==> src/rtl/multi_tick_gen_pkg.sv <==
// Shared helpers for the multi-channel timebase: index widths, prescale ratio and limits.
package multi_tick_gen_pkg;

  localparam int unsigned MAX_CH = 16;

  function automatic int unsigned idx_width(input int unsigned n);
    return (n > 1) ? $clog2(n) : 1;
  endfunction

  // A zero tick rate yields 0 so the caller's range check fires instead of a divide fault.
  function automatic int unsigned pre_ratio(input int unsigned clk_hz, input int unsigned tick_hz);
    return (tick_hz == 0) ? 0 : clk_hz / tick_hz;
  endfunction

endpackage

==> src/rtl/multi_tick_gen_tick_channel.sv <==
// One divider channel: counts base ticks, emits a 1-cycle tick and toggles a square output.
module tick_channel #(
  parameter int unsigned DIV_W   = 16,
  parameter int unsigned DEF_DIV = 1000
) (
  input  logic             clk,
  input  logic             rst,
  input  logic             en,
  input  logic             base_tick,
  input  logic             load,
  input  logic [DIV_W-1:0] load_div,
  output logic             tick,
  output logic             sq
);

  localparam logic [DIV_W-1:0] ONE       = DIV_W'(1);
  localparam logic [DIV_W-1:0] DEF_DIV_V = DIV_W'(DEF_DIV);

  logic [DIV_W-1:0] div_q, div_d;
  logic [DIV_W-1:0] cnt_q, cnt_d;
  logic             tick_q, tick_d;
  logic             sq_q, sq_d;

  always_comb begin
    div_d  = div_q;
    cnt_d  = cnt_q;
    tick_d = 1'b0;
    sq_d   = sq_q;
    // A load takes precedence over a coinciding terminal event, suppressing its tick.
    if (load) begin
      div_d = load_div;
      cnt_d = '0;
      sq_d  = 1'b0;
    end else if (en && base_tick && (div_q != '0)) begin
      if (cnt_q == div_q - ONE) begin
        cnt_d  = '0;
        tick_d = 1'b1;
        sq_d   = ~sq_q;
      end else begin
        cnt_d = cnt_q + ONE;
      end
    end
  end

  always_ff @(posedge clk) begin
    if (rst) begin
      div_q  <= DEF_DIV_V;
      cnt_q  <= '0;
      tick_q <= 1'b0;
      sq_q   <= 1'b0;
    end else begin
      div_q  <= div_d;
      cnt_q  <= cnt_d;
      tick_q <= tick_d;
      sq_q   <= sq_d;
    end
  end

  assign tick = tick_q;
  assign sq   = sq_q;

endmodule

==> src/rtl/multi_tick_gen.sv <==
// Timebase top: shared prescaler producing base_tick, plus NUM_CH loadable divider channels.
module multi_tick_gen
  import multi_tick_gen_pkg::*;
#(
  parameter int unsigned CLK_FREQ_HZ = 50_000_000,
  parameter int unsigned TICK_HZ     = 1_000_000,
  parameter int unsigned NUM_CH      = 4,
  parameter int unsigned DIV_W       = 16,
  parameter int unsigned DEF_DIV     = 1000
) (
  input  logic                          clk,
  input  logic                          rst,
  input  logic [NUM_CH-1:0]             en,
  input  logic                          load,
  input  logic [idx_width(NUM_CH)-1:0]  load_ch,
  input  logic [DIV_W-1:0]              load_div,
  output logic                          base_tick,
  output logic [NUM_CH-1:0]             tick,
  output logic [NUM_CH-1:0]             sq
);

  localparam int unsigned PRE   = pre_ratio(CLK_FREQ_HZ, TICK_HZ);
  localparam int unsigned PRE_W = idx_width(PRE);
  localparam logic [PRE_W-1:0] PRE_LAST = PRE_W'(PRE - 1);

  if (PRE < 2) begin : g_bad_pre
    $error("multi_tick_gen: CLK_FREQ_HZ/TICK_HZ must be at least 2");
  end
  if ((NUM_CH < 1) || (NUM_CH > MAX_CH)) begin : g_bad_num_ch
    $error("multi_tick_gen: NUM_CH must be within 1..16");
  end

  logic [PRE_W-1:0]  pre_cnt_q, pre_cnt_d;
  logic              base_tick_q, base_tick_d;
  logic [NUM_CH-1:0] ch_load;

  always_comb begin
    pre_cnt_d   = pre_cnt_q + PRE_W'(1);
    base_tick_d = 1'b0;
    if (pre_cnt_q == PRE_LAST) begin
      pre_cnt_d   = '0;
      base_tick_d = 1'b1;
    end
  end

  always_ff @(posedge clk) begin
    if (rst) begin
      pre_cnt_q   <= '0;
      base_tick_q <= 1'b0;
    end else begin
      pre_cnt_q   <= pre_cnt_d;
      base_tick_q <= base_tick_d;
    end
  end

  // Channel indices with no matching instance simply decode to nothing.
  always_comb begin
    ch_load = '0;
    for (int i = 0; i < NUM_CH; i++) begin
      ch_load[i] = load && (int'(load_ch) == i);
    end
  end

  for (genvar gi = 0; gi < NUM_CH; gi++) begin : g_ch
    tick_channel #(
      .DIV_W   (DIV_W),
      .DEF_DIV (DEF_DIV)
    ) u_ch (
      .clk       (clk),
      .rst       (rst),
      .en        (en[gi]),
      .base_tick (base_tick_q),
      .load      (ch_load[gi]),
      .load_div  (load_div),
      .tick      (tick[gi]),
      .sq        (sq[gi])
    );
  end

  assign base_tick = base_tick_q;

endmodule
==> config.mk <==
export PLATFORM = sky130hd
export DESIGN_NAME = multi_tick_gen
export DESIGN_NICKNAME = d
export VERILOG_FILES = /design/src/rtl/multi_tick_gen_pkg.sv /design/src/rtl/multi_tick_gen_tick_channel.sv /design/src/rtl/multi_tick_gen.sv
export SDC_FILE = /design/constraint.sdc
export NUM_CORES = 1
export LEC_CHECK = 0
export ABC_AREA = 1
export BUFFER_PORTS_ARGS = -buffer_cell sky130_fd_sc_hd__buf_2
export CAP_MARGIN = 10
export CORE_UTILIZATION = 35
export CTS_CLUSTER_DIAMETER = 40
export DETAILED_ROUTE_END_ITERATION = 10
export PLACE_DENSITY = 0.58
export SLEW_MARGIN = 20
export SYNTH_ARGS = -nofsm -noshare
export SYNTH_HDL_FRONTEND = slang
export SYNTH_SLANG_ARGS = --single-unit
==> constraint.sdc <==
create_clock -name clk -period 3.8 [get_ports clk]
set_input_delay 0 -clock clk [delete_from_list [all_inputs] [get_ports clk]]
set_output_delay 0 -clock clk [all_outputs]
set_load 0.05 [all_outputs]
# Word-level counts from Yosys, hierarchy flattened

Cells that the tools add are included.

Register bits after elaboration: 143
Output and inout bits: 9
Bits of input ports: 25
Word-level logic and storage cells: 82

Reduce and logical (&&, ||, !) cells: 30
Add/subtract/negate cells: 9
Equality and inequality tests: 8
Bitwise operators: 8
Multiplexer cells: 9

Operator list:

| kind                    | count |
|---|---|
| $add A16 B1 Y16 const B | 4 |
| $eq A16 B16 Y1          | 4 |
| $mux W16                | 4 |
| $reduce_bool A16 Y1     | 4 |
| $sub A16 B1 Y16 const B | 4 |
| $logic_and A1 B1 Y1     | 12 |
| $reduce_or A3 Y1        | 4 |
| $reduce_or A2 Y1        | 5 |
| $not A1 Y1              | 8 |
| $reduce_and A2 Y1       | 4 |
| $add A6 B1 Y6 const B   | 1 |
| $eq A6 B6 Y1 const B    | 1 |
| $mux W1                 | 5 |
| $eq A2 B2 Y1 const B    | 2 |
| $eq A2 B1 Y1 const B    | 1 |
| $logic_not A2 Y1        | 1 |

# Depth between registers and ports, before layout

Gate-level depths: netlist of run 1.

Depth in word-level cells: 4
Depth in mapped cells: 15
Depth with buffers taken out: 15

# Cells and area by module

From an unflattened synthesis of run 1, not the netlist that was laid out.

Cell total of the unflattened synthesis: 1316
Area, all modules: 8695.8 sq um

Modules (own cells, without submodules):

| module         | area each (sq um) | times used | seq. area each (sq um) | cells each |
|---|---|---|---|---|
| tick_channel   | 2085.8            | 4          | 680.7                  | 318 |
| multi_tick_gen | 352.8             | 1          | 140.1                  | 44 |

# Worst setup path after synthesis of run 1

OpenSTA, ideal clock, no wires.

Path kind: reg2reg
Start point: register g_ch[0].u_ch.div_q[0]
End point: register g_ch[0].u_ch.cnt_q[15]
Library setup time: 0.118 ns
Slack: 1.951 ns
Period minus slack after synthesis: 1.849 ns
Data required time: 3.682 ns
Arrival: 1.731 ns
Path buffers: 0
Cell stages (with the launch flop): 12
Cells stage by stage: dfxtp_1 inv_1 ha_1 nand3_1 nor2_1 nand2_1 xor2_1 nand2_1 nor2_1 nand4_2 nand2_2 nor2_1

Word-level cells in the longest chain between the ends: 3
Elaborated cells on any way between the ends: 5
Those cells by class: 1 x add/sub; 1 x eq/ne; 1 x mux; 2 x reduce/logical

Ends and longest elaborated chain:

| what                   | line                              | text |
|---|---|---|
| from (decl)            | multi_tick_gen_tick_channel.sv:19 | `logic [DIV_W-1:0] div_q, div_d;` |
| from (signal assigned) | multi_tick_gen_tick_channel.sv:52 | `div_q <= div_d;` |
| $sub A16 B1 Y16        | multi_tick_gen_tick_channel.sv:35 | `if (cnt_q == div_q - ONE) begin` |
| $eq A16 B16 Y1         | multi_tick_gen_tick_channel.sv:35 |  |
| $mux W16               | multi_tick_gen_tick_channel.sv:35 |  |
| to (signal assigned)   | multi_tick_gen_tick_channel.sv:53 | `cnt_q <= cnt_d;` |
| to (decl)              | multi_tick_gen_tick_channel.sv:20 | `logic [DIV_W-1:0] cnt_q, cnt_d;` |

Several ways; a longest one is shown, not always the timed one.
A chain may end at the register's enable or synchronous reset.

# Worst setup path after layout of run 1

Start point: register g_ch[2].u_ch.div_q[0]
End point: register g_ch[2].u_ch.sq_q

Word-level cells in the longest chain between the ends: 3
Elaborated cells on any way between the ends: 5
Those cells by class: 1 x add/sub; 1 x eq/ne; 3 x reduce/logical

Ends and longest elaborated chain:

| what                                                          | line                                                                 | text |
|---|---|---|
| from (decl)                                                   | multi_tick_gen_tick_channel.sv:19                                    |  |
| from (signal assigned)                                        | multi_tick_gen_tick_channel.sv:52                                    |  |
| $sub A16 B1 Y16 / $reduce_bool A16 Y1 (equally long branches) | multi_tick_gen_tick_channel.sv:35, multi_tick_gen_tick_channel.sv:34 |  |
| $eq A16 B16 Y1 / $logic_and A1 B1 Y1 (equally long branches)  | multi_tick_gen_tick_channel.sv:35, multi_tick_gen_tick_channel.sv:34 |  |
| $reduce_and A2 Y1 (no source line) (*)                        | -                                                                    |  |
| to (signal assigned)                                          | multi_tick_gen_tick_channel.sv:55                                    | `sq_q <= sq_d;` |
| to (decl)                                                     | multi_tick_gen_tick_channel.sv:22                                    | `logic sq_q, sq_d;` |

Every way passes the cells marked *; elsewhere a longest branch is shown, timed or not.

==> flow_metrics.tcl, run 1 <==
set metrics [dict create \
    grtUsageMet2_pct 31.13 \
    outcome "finished, final reports clean" \
    area_growth_pct 13.18 \
    syn_area_per_cell_um2 6.186 \
    setup_tns_ns 0 \
    port_buffers 33 \
    fin_area_um2 10410 \
    synth_top_family_by_area "simple AND/OR/NAND/NOR gates" \
    ctsResizeCount 0 \
    use_met3_pct 3.611 \
    die_area_um2 26940 \
    synthCells 1487 \
    max-slew-margin-rel_pct 35.75 \
    cts_buffers 17 \
    clk_latency_ns 0.44 \
    die_x_um 164.1 \
    hold_viol_final 0 \
    synth_fp_nets 1522 \
    synth_area_um2 9199 \
    fin_cells 1875 \
    busiest_layer "met2" \
    hold_start "load_ch[0]" \
    clockRootBuffer "clkbuf_16" \
    grt_overflow 0 \
    hp-class "input pin to flop" \
    path_clk_slew_ns 0.06 \
    via_count 8899 \
    fmax_ghz 0.4463 \
    synth_xor_area_share_pct 6.855 \
    dp.cells 1826 \
    min_path_cells 4 \
    num_antenna_cells 0 \
    dpl.hpwl_um 18580 \
    r2r_cells 12 \
    grt_first_pass_wirelength_um 39660 \
    finalSetupViolCount 0 \
    worst_pin_slew_ns 0.9602 \
    comb_power_share_pct 10.4 \
    netSwitchingPower_w 0.0009545 \
    ir_drop_mv 0.1873 \
    yosys_warnings 0 \
    synth_seq_cells 143 \
    start_util_pct 36.11 \
    ys_types 40 \
    final_util_pct 40.87 \
    synth_seq_area_share_pct 31.12 \
    cts_max_level 4 \
    layout_min_cycle_time_ns 2.241 \
    dpl_cell_area_um2 9658 \
    drv_cap 0 \
    fin_nets 1568 \
    antenna_found_initial 1 \
    yosys.area_share.simple_pct 41.89 \
    p_per_area_nw_per_um2 347.4 \
    rows 58 \
    intPower_w 0.002663 \
    reg2reg_to "g_ch[2].u_ch.sq" \
    grt_pass1_vias 8277 \
    p_leak_nw 4.770 \
    hold_slack_ns 0.1001 \
    drive_gt1_share_pct 7.702 \
    core_area_um2 25470 \
    switching_share_pct 26.39 \
    wirelength_um 24160 \
    rsz0062_at_grt "no" \
    drcViolationCount 0 \
    synth.area.mux_share_pct 0.1088 \
    p_seq_share_pct 43.7 \
    critPathRequiredTime_ns 4.18 \
    maxSlewViolCount 0 \
    cp-end-kind "flop" \
    regToRegStartpoint "g_ch[2].u_ch.div_q[0]" \
    startpoint_type "flop" \
    vias_per_cell 4.746 \
    synth_compound_area_share_pct 8.270 \
    finClkSkew_ns 0.007899 \
    grt_util_met1_pct 23.94 \
    clock-sinks 143 \
    synthAdderAreaFrac_pct 1.360 \
    grt_max_degree 61 \
    min_period_over_period_pct 58.97 \
    wl_per_cell_um 12.88 \
    worstSetupPathType "flop to flop" \
    grt_use_total_pct 18.73 \
    postRouteAntennaNets 0 \
    clockPowerShare_pct 46.0 \
    dr.first_iter.drc_count 417 \
    ios 34 \
    clk_path_buf_depth 2 \
    whs_endpoint "g_ch[0].u_ch.div_q[6]" \
    r2r_slack_ns 1.56 \
    cp_max_fo 11 \
    firstDrtPassIters 6 \
    gp_congestion 0.8583 \
    arrival_ns 2.62 \
    die_y_um 164.1 \
    cts_tree "yes" \
]
## cell usage after synthesis, drive strengths merged
cell    number  area share [%]
o21bai       2            0.16
nand3b      18             1.5
ha          10             1.4
o211ai      16             1.3
nand2      413              17
nand4       23             1.6
clkinv       1           0.041
a211oi       2            0.16
nor2       273              12
buf         11            0.88
a21oi       46             2.6
and3         3            0.20
nor3b        1           0.082
and2         2            0.14
o31ai        1           0.082
nand3      113             6.7
inv        216             8.8
o21ai       69             3.8
xnor2       25             2.4
dfxtp      143              31
xor2        47             4.5
clkbuf      16            0.65
mux2i        1            0.11
nor3        32             2.1
a31oi        2            0.14
nor4         1           0.068
## repair_timing
action                                 CTS  global route
endpoints found under the hold margin   59             0
hold buffers                            18             0
buffers inserted                         0             0
## metrics by stage
| stage | setup WS [ns] | power, W |
|---|---|---|
| 4_1_cts | 1.576 | 0.003659 |
| 6_report | 1.559 | 0.003617 |
| 2_1_floorplan | 1.951 | 0.001865 |
| 3_5_place_dp | 1.539 | 0.001973 |
| 3_3_place_gp | 1.558 | 0.001969 |
| 5_1_grt | 1.283 | 0.003780 |
## logic make-up after synthesis
logic type / after synthesis
mux: 1
buf+inv: 244
simple gates: 879
fa+ha+maj: 10
xor+xnor: 72
flops: 143
compound gates: 138
## sequential cells by signal, summed over array words and instances (netlist names)
signal	cells
base_tick	1
g_ch.u_ch.cnt_q	64
g_ch.u_ch.div_q	64
g_ch.u_ch.sq	4
g_ch.u_ch.tick	4
pre_cnt_q	6
## critical path, cell delays in order (launching register included)
cell and delay, ns:
dfxtp_1 0.32, inv_1 0.14, ha_1 0.27, nand2_4 0.11
nor3_1 0.25, nand2_1 0.09, nand2_1 0.09, nand3_1 0.08
nor2_1 0.11, nand2_1 0.07, nor2_2 0.46, nand3_2 0.10
nand2_1 0.08
## layout by cell type, fill, tap and decap left out, drive strengths merged
cell         count
a21oi           46
nand2          413
nor4             1
mux2i            1
dfxtp          143
nor3b            1
xnor2           25
nand3          113
nand4           23
o211ai          16
a31oi            2
inv            217
clkinv           6
ha              10
nand3b          18
a211oi           2
o21bai           2
bufinv           2
clkinvlp         2
clkbuf          21
nor3            32
nor2           273
xor2            47
o31ai            1
dlygate4sd3     18
and2             2
and3             3
buf             36
o21ai           69
## per-layer routing
metal / routed length, µm / vias up / part of all wire [%]
met5: 17 / - / 0.070
li1: - / 4754 / -
met3: 707 / 42 / 2.9
met1: 11700 / 3990 / 48
met2: 11180 / 111 / 46
met4: 551 / 2 / 2.3
## power by group through the flow
stage,clock [W],combinational (W),sequential (W)
after floorplan,0,0.000267,0.00160
after global placement,0,0.000357,0.00161
after detailed placement,0,0.000361,0.00161
after CTS,0.00170,0.000376,0.00158
after global routing,0.00177,0.000428,0.00158
final,0.00166,0.000375,0.00158
## how the worst max path moves through the flow
stage	from	endpoint	slack [ns]	cells after the start
final	g_ch[2].u_ch.div_q[0]	g_ch[2].u_ch.sq	1.56	12
after global routing	g_ch[2].u_ch.div_q[0]	g_ch[2].u_ch.cnt_q[12]	1.28	13
after CTS	g_ch[2].u_ch.div_q[0]	g_ch[2].u_ch.cnt_q[12]	1.58	13
after detailed placement	load_ch[0]	g_ch[1].u_ch.cnt_q[9]	1.54	8
after global placement	load_ch[0]	g_ch[1].u_ch.cnt_q[12]	1.56	8
after floorplan	g_ch[0].u_ch.div_q[0]	g_ch[0].u_ch.cnt_q[15]	1.95	11
## area by class of cell
| type | instances | area (µm²) |
|---|---|---|
| fill | 2725 | 15060 |
| multi-input combinational | 1100 | 5380 |
| sequential | 143 | 2863 |
| inverter | 217 | 814.5 |
| clock buffer | 21 | 460.4 |
| tap | 330 | 412.9 |
| timing repair buffer | 54 | 367.9 |
| clock inverter | 10 | 112.6 |
No activity file was read; power rests on OpenSTA's default activity.
==> inputs of run 2 (changes only) <==
==> constraint.sdc (replaced) <==
create_clock -name clk -period 2.2 [get_ports clk]
set_input_delay 0 -clock clk [delete_from_list [all_inputs] [get_ports clk]]
set_output_delay 0 -clock clk [all_outputs]
set_load 0.05 [all_outputs]
==> flow_metrics.tcl, run 2 (synthesis results as in run 1) <==
set metrics [dict create \
    r2r_slack_ns 0.19 \
    grt_overflow 0 \
    min_path_cells 4 \
    grt_pass1_vias 8274 \
    rows 58 \
    hold_start "load" \
    drive_gt1_share_pct 10.66 \
    postRouteAntennaNets 0 \
    fin_nets 1588 \
    hold_slack_ns 0.09368 \
    layout_common_cells "nand2_1, nor2_1, inv_1" \
    finalSetupViolCount 0 \
    dr.first_iter.drc_count 552 \
    hp-class "input pin to flop" \
    ir_drop_mv 0.3763 \
    hold_viol_final 0 \
    outcome "finished, final reports clean" \
    drcViolationCount 0 \
    wirelength_um 24940 \
    whs_endpoint "g_ch[1].u_ch.div_q[4]" \
    cpPeakStageDelay_ns 0.32 \
    cp-end-kind "flop" \
    path_common_cell "nand3_2" \
    min_period_over_period_pct 91.29 \
    grt_use_total_pct 19.15 \
    cts_max_level 4 \
    r2r_cells 13 \
    via_count 9059 \
    max-slew-margin-rel_pct 37.39 \
    area_growth_pct 16.65 \
    drv_cap 0 \
    pre_cts_ws_ns 0.02060 \
    core_area_um2 25470 \
    arrival_ns 2.39 \
    die_area_um2 26940 \
    maxSlewViolCount 0 \
    clock-sinks 143 \
    die_y_um 164.1 \
    clk_latency_ns 0.44 \
    dpl.hpwl_um 18970 \
    timing.final.ws_setup_ns 0.1917 \
    regToRegStartpoint "g_ch[3].u_ch.div_q[0]" \
    startpoint_type "flop" \
    fmax_ghz 0.4979 \
    timing.critical_path.slowest_stage_cell "dfxtp_1" \
    grt_first_pass_wirelength_um 40340 \
    clockRootBuffer "clkbuf_16" \
    gp_congestion 0.8628 \
    port_buffers 33 \
    start_util_pct 36.11 \
    largestRegisters "g_ch.u_ch.cnt_q x64, g_ch.u_ch.div_q x64, pre_cnt_q x6" \
    ios 34 \
    worstSetupPathType "flop to flop" \
    antenna_found_initial 1 \
    final_common_cell "nand2_1" \
    wl_per_cell_um 13.15 \
    cts_tree "yes" \
    cts_buffers 17 \
    die_x_um 164.1 \
    grt_max_degree 61 \
    p_leak_nw 4.878 \
    path_clk_slew_ns 0.07 \
    finClkSkew_ns 0.01410 \
    firstDrtPassIters 5 \
    critical_path.cell_chain "inv_2, ha_4, nand3_2, nor2_4, nand3_2, nand3_2, nand2_1, nor2_2, inv_1, nor2_2, nand3_4, buf_4, nor2_1" \
    clk_path_buf_depth 2 \
    p_per_area_nw_per_um2 593.7 \
    reg2reg_to "g_ch[3].u_ch.tick" \
    worst_pin_slew_ns 0.9357 \
    vias_per_cell 4.775 \
    layout_min_cycle_time_ns 2.008 \
    cp_max_fo 8 \
    critPathRequiredTime_ns 2.58 \
]
## run 2: cell count changes in the layout (fill, tap and decap cells not counted), moves of 4 or more
cell | previous run | this run
buf_4 | 3 | 18
ha_1 | 10 | 6
inv_1 | 213 | 208
inv_2 | 3 | 8
nand3_1 | 105 | 100
nand3_2 | 7 | 12
nor2_1 | 249 | 239
nor2_2 | 16 | 22
nor2_4 | 8 | 12
## run 2: routing by layer
metal / part of all wire [%] / vias up / global-route usage (%)
li1: - / 4799 / -
met1: 48 / 4087 / 24.55
met2: 47 / 139 / 32.07
met3: 3.4 / 34 / 3.384
met4: 2.0 / 0 / 6.692
met5: 0 / - / 0
## run 2: what timing repair did
| item | 4_1_cts | 5_1_grt |
|---|---|---|
| resized for setup | 0 | 38 |
| setup buffers | 0 | 6 |
| hold buffers | 18 | 0 |
| setup endpoints to repair | 0 | 65 |
| endpoints found under the hold margin | 63 | 0 |
## run 2: critical path: cells and delay by family (launching register included)
kind,cells,cell delay (ns)
and+or+nand+nor,9,1.14
adders and majority gates,1,0.15
buffers and inverters,3,0.34
DFF,1,0.32
## run 2: metrics by stage
step	cells	cell area, µm²	TNS (ns)	power [W]	utilization [%]
after floorplan	1487	9199	0	0.003222	-
after global placement	1836	9746	0	0.003408	38.26
after detailed placement	1836	9746	0	0.003413	38.26
after CTS	1886	10520	0	0.006401	41.29
after global routing	1896	10730	-0.001874	0.006663	42.12
final	1897	10730	0	0.006370	42.13
## run 2: worst max path at each step
stage / from / end / slack [ns] / depth (start not counted)
finish: g_ch[3].u_ch.div_q[0] / g_ch[3].u_ch.tick / 0.19 / 13
global route: g_ch[0].u_ch.div_q[1] / g_ch[0].u_ch.cnt_q[2] / -0.002 / 15
CTS: g_ch[3].u_ch.div_q[0] / g_ch[3].u_ch.cnt_q[15] / 0.0003 / 13
detailed placement: g_ch[3].u_ch.div_q[0] / g_ch[3].u_ch.cnt_q[2] / 0.02 / 13
global placement: g_ch[3].u_ch.div_q[0] / g_ch[3].u_ch.cnt_q[0] / 0.06 / 13
floorplan: g_ch[0].u_ch.div_q[0] / g_ch[0].u_ch.cnt_q[15] / 0.35 / 11
## run 2: area by class of cell
class	count	area [µm²]
well taps	330	412.9
inverters	217	814.5
multi-input cells	1104	5545
flip-flops and latches	143	2863
fillers	2702	14740
repair buffers	70	500.5
clock buffers	20	456.7
clock inverters	12	135.1
diodes	1	2.502
## run 2: report_power, final
part / internal [W] / switching, W / total [W]
clock: 0.00173 / 0.00122 / 0.00296
sequential: 0.00265 / 0.0000746 / 0.00273
combinational: 0.000244 / 0.000440 / 0.000684
==> inputs of run 3 (changes only) <==
--- a/config.mk
+++ b/config.mk
@@ -5,7 +5,6 @@
 export SDC_FILE = /design/constraint.sdc
 export NUM_CORES = 1
 export LEC_CHECK = 0
-export ABC_AREA = 1
 export BUFFER_PORTS_ARGS = -buffer_cell sky130_fd_sc_hd__buf_2
 export CAP_MARGIN = 10
 export CORE_UTILIZATION = 35
==> flow_metrics.tcl, run 3 <==
set metrics [dict create \
    hold_start "rst" \
    grt_use_total_pct 18.29 \
    timing.critical_path.slowest_stage_cell "or4b_4" \
    vias_per_cell 5.106 \
    die_area_um2 23350 \
    synth_common_cells "nand2_1, dfxtp_1, nor2_1" \
    critPathRequiredTime_ns 2.56 \
    cts_buffers 17 \
    dpl.hpwl_um 15220 \
    layout_min_cycle_time_ns 2.450 \
    synthCells 987 \
    setup_tns_ns -11.43 \
    clk_latency_ns 0.42 \
    area_growth_pct 34.54 \
    yosysTopAreaCell "dfxtp_1" \
    hold_viol_final 0 \
    synth_fp_nets 1022 \
    antenna_found_initial 0 \
    wirelength_um 21100 \
    rows 54 \
    synth.area.mux_share_pct 0.7546 \
    num_antenna_cells 0 \
    clk_path_buf_depth 2 \
    finClkSkew_ns 0.01105 \
    ios 34 \
    violations "DRC, setup timing" \
    synth_top_family_by_area "simple AND/OR/NAND/NOR gates" \
    synthAdderAreaFrac_pct 1.572 \
    worst_pin_slew_ns 0.6184 \
    grt_pass1_vias 6947 \
    dpl_cell_area_um2 9387 \
    synth_compound_area_share_pct 11.30 \
    drv_cap 0 \
    critical_path.cell_chain "inv_2, ha_4, or4b_4, nor2_2, a31oi_1, a2111oi_0, o21ai_1, or3_1, a21oi_1" \
    ys_types 72 \
    yosys.area_share.simple_pct 30.31 \
    crit_start "g_ch[2].u_ch.div_q[1]" \
    synth_edf_count 0 \
    core_area_um2 22030 \
    drive_gt1_share_pct 27.87 \
    grt_max_degree 25 \
    min_period_over_period_pct 111.4 \
    synth_seq_area_share_pct 35.97 \
    yosys_warnings 0 \
    syn_area_per_cell_um2 8.064 \
    fin_cells 1428 \
    grt_first_pass_wirelength_um 34450 \
    synth-main-ff-cell "dfxtp_1" \
    dr.first_iter.drc_count 381 \
    cts_max_level 4 \
    cp-end-kind "flop" \
    yosysMostFrequentCell "nand2_1" \
    grt_overflow 0 \
    maxSlewViolCount 0 \
    rsz0062_at_grt "yes" \
    synthArstFlopShare_pct 0 \
    synth_xor_area_share_pct 15.71 \
    cts_tree "yes" \
    drcViolationCount 2 \
    final_common_cell "nand2_1" \
    timing.final.ws_setup_ns -0.2498 \
    synth_seq_cells 143 \
    finalSetupViolCount 70 \
    largestRegisters "g_ch.u_ch.cnt_q x64, g_ch.u_ch.div_q x64, pre_cnt_q x6" \
    clockRootBuffer "clkbuf_16" \
    firstDrtPassIters 8 \
    cpPeakStageDelay_ns 0.52 \
    via_count 7291 \
    worstSetupPathType "flop to flop" \
    wl_per_cell_um 14.78 \
    synth_top_area_share_pct 35.97 \
    fin_nets 1170 \
    fmax_ghz 0.4082 \
    synth_area_leaders "dfxtp_1, xor2_1, nand2_1" \
    outcome "finished, violations left" \
    arrival_ns 2.81 \
    port_buffers 33 \
    max-slew-margin-rel_pct 58.78 \
    postRouteAntennaNets 0 \
    path_clk_slew_ns 0.06 \
    dp.cells 1373 \
    pre_cts_ws_ns -0.2753 \
    p_per_area_nw_per_um2 592.7 \
    regToRegStartpoint "g_ch[2].u_ch.div_q[1]" \
    clock-sinks 143 \
    p_leak_nw 3.970 \
    layout_common_cells "nand2_1, dfxtp_1, buf_4" \
    fin_area_um2 10710 \
    cp_max_fo 6 \
    die_x_um 152.8 \
    die_y_um 152.8 \
    gp_congestion 0.9076 \
    p_total_w 0.006346 \
    start_util_pct 36.13 \
    hp-class "input pin to flop" \
    startpoint_type "flop" \
    synth_area_um2 7959 \
    ir_drop_mv 0.4291 \
]
## run 3: what timing repair did
action | CTS | global route
endpoints found under the setup margin | 72 | 72
resized for setup | 39 | 78
pin swaps | 19 | 30
gates cloned | 0 | 2
hold endpoints to repair | 64 | 0
hold buffers | 16 | 0
setup buffers | 4 | 2
## run 3: kinds of logic after synthesis
kind of cell | count (synthesis)
flip-flops | 143
buffers and inverters | 74
adder cells (fa/ha/maj) | 10
XOR/XNOR | 141
AO/OA/AOI/OAI | 136
AND/OR/NAND/NOR | 477
multiplexers | 6
## run 3: final cells by class
type                            count  area, µm²
Clock inverter                     13      162.7
Inverter                           22      82.58
Multi-Input combinational cell    770       5370
Sequential cell                   143       2879
Tap cell                          280      350.3
Timing Repair Buffer              181       1420
Clock buffer                       19      442.9
Fill cell                        2100      11320
## run 3: worst max-delay path: cells and delay by family, from the launching register on
kind                     cells  cell delay [ns]
buffers and inverters        1             0.06
flip-flops                   1             0.32
AO/OA/AOI/OAI                4             0.82
AND/OR/NAND/NOR              3             1.04
adder cells (fa/ha/maj)      1             0.14
## run 3: stage by stage
stage,utilization [%],hold WS (ns)
2_1_floorplan,-,0.1178
3_3_place_gp,42.62,0.3074
3_5_place_dp,42.62,0.3136
4_1_cts,46.89,0.03017
5_1_grt,48.61,0.06926
6_report,48.61,0.04296
## run 3: where the power goes
group	switching (W)	internal (W)	leakage, nW
combinational	0.000350	0.000306	2.53
sequential	0.0000522	0.00264	1.16
clock	0.00118	0.00182	0.278
total	0.00158	0.00476	3.97
## run 3: worst paths after layout
check | to | slack (ns) | depth (start not counted)
setup / recovery | g_ch[2].u_ch.sq | -0.25 | 9
hold / removal | g_ch[2].u_ch.div_q[11] | 0.04 | 2
setup reg to reg | g_ch[2].u_ch.sq | -0.25 | 9
hold reg to reg | pre_cnt_q[0] | 0.47 | 1
## run 3: layer usage
layer	GRT usage [%]	vias to the layer above	part of all wire, %
met5	0	-	0
met4	5.483	0	1.2
met3	3.328	18	3.1
met2	30.12	119	49
met1	24.24	3463	47
li1	-	3691	-
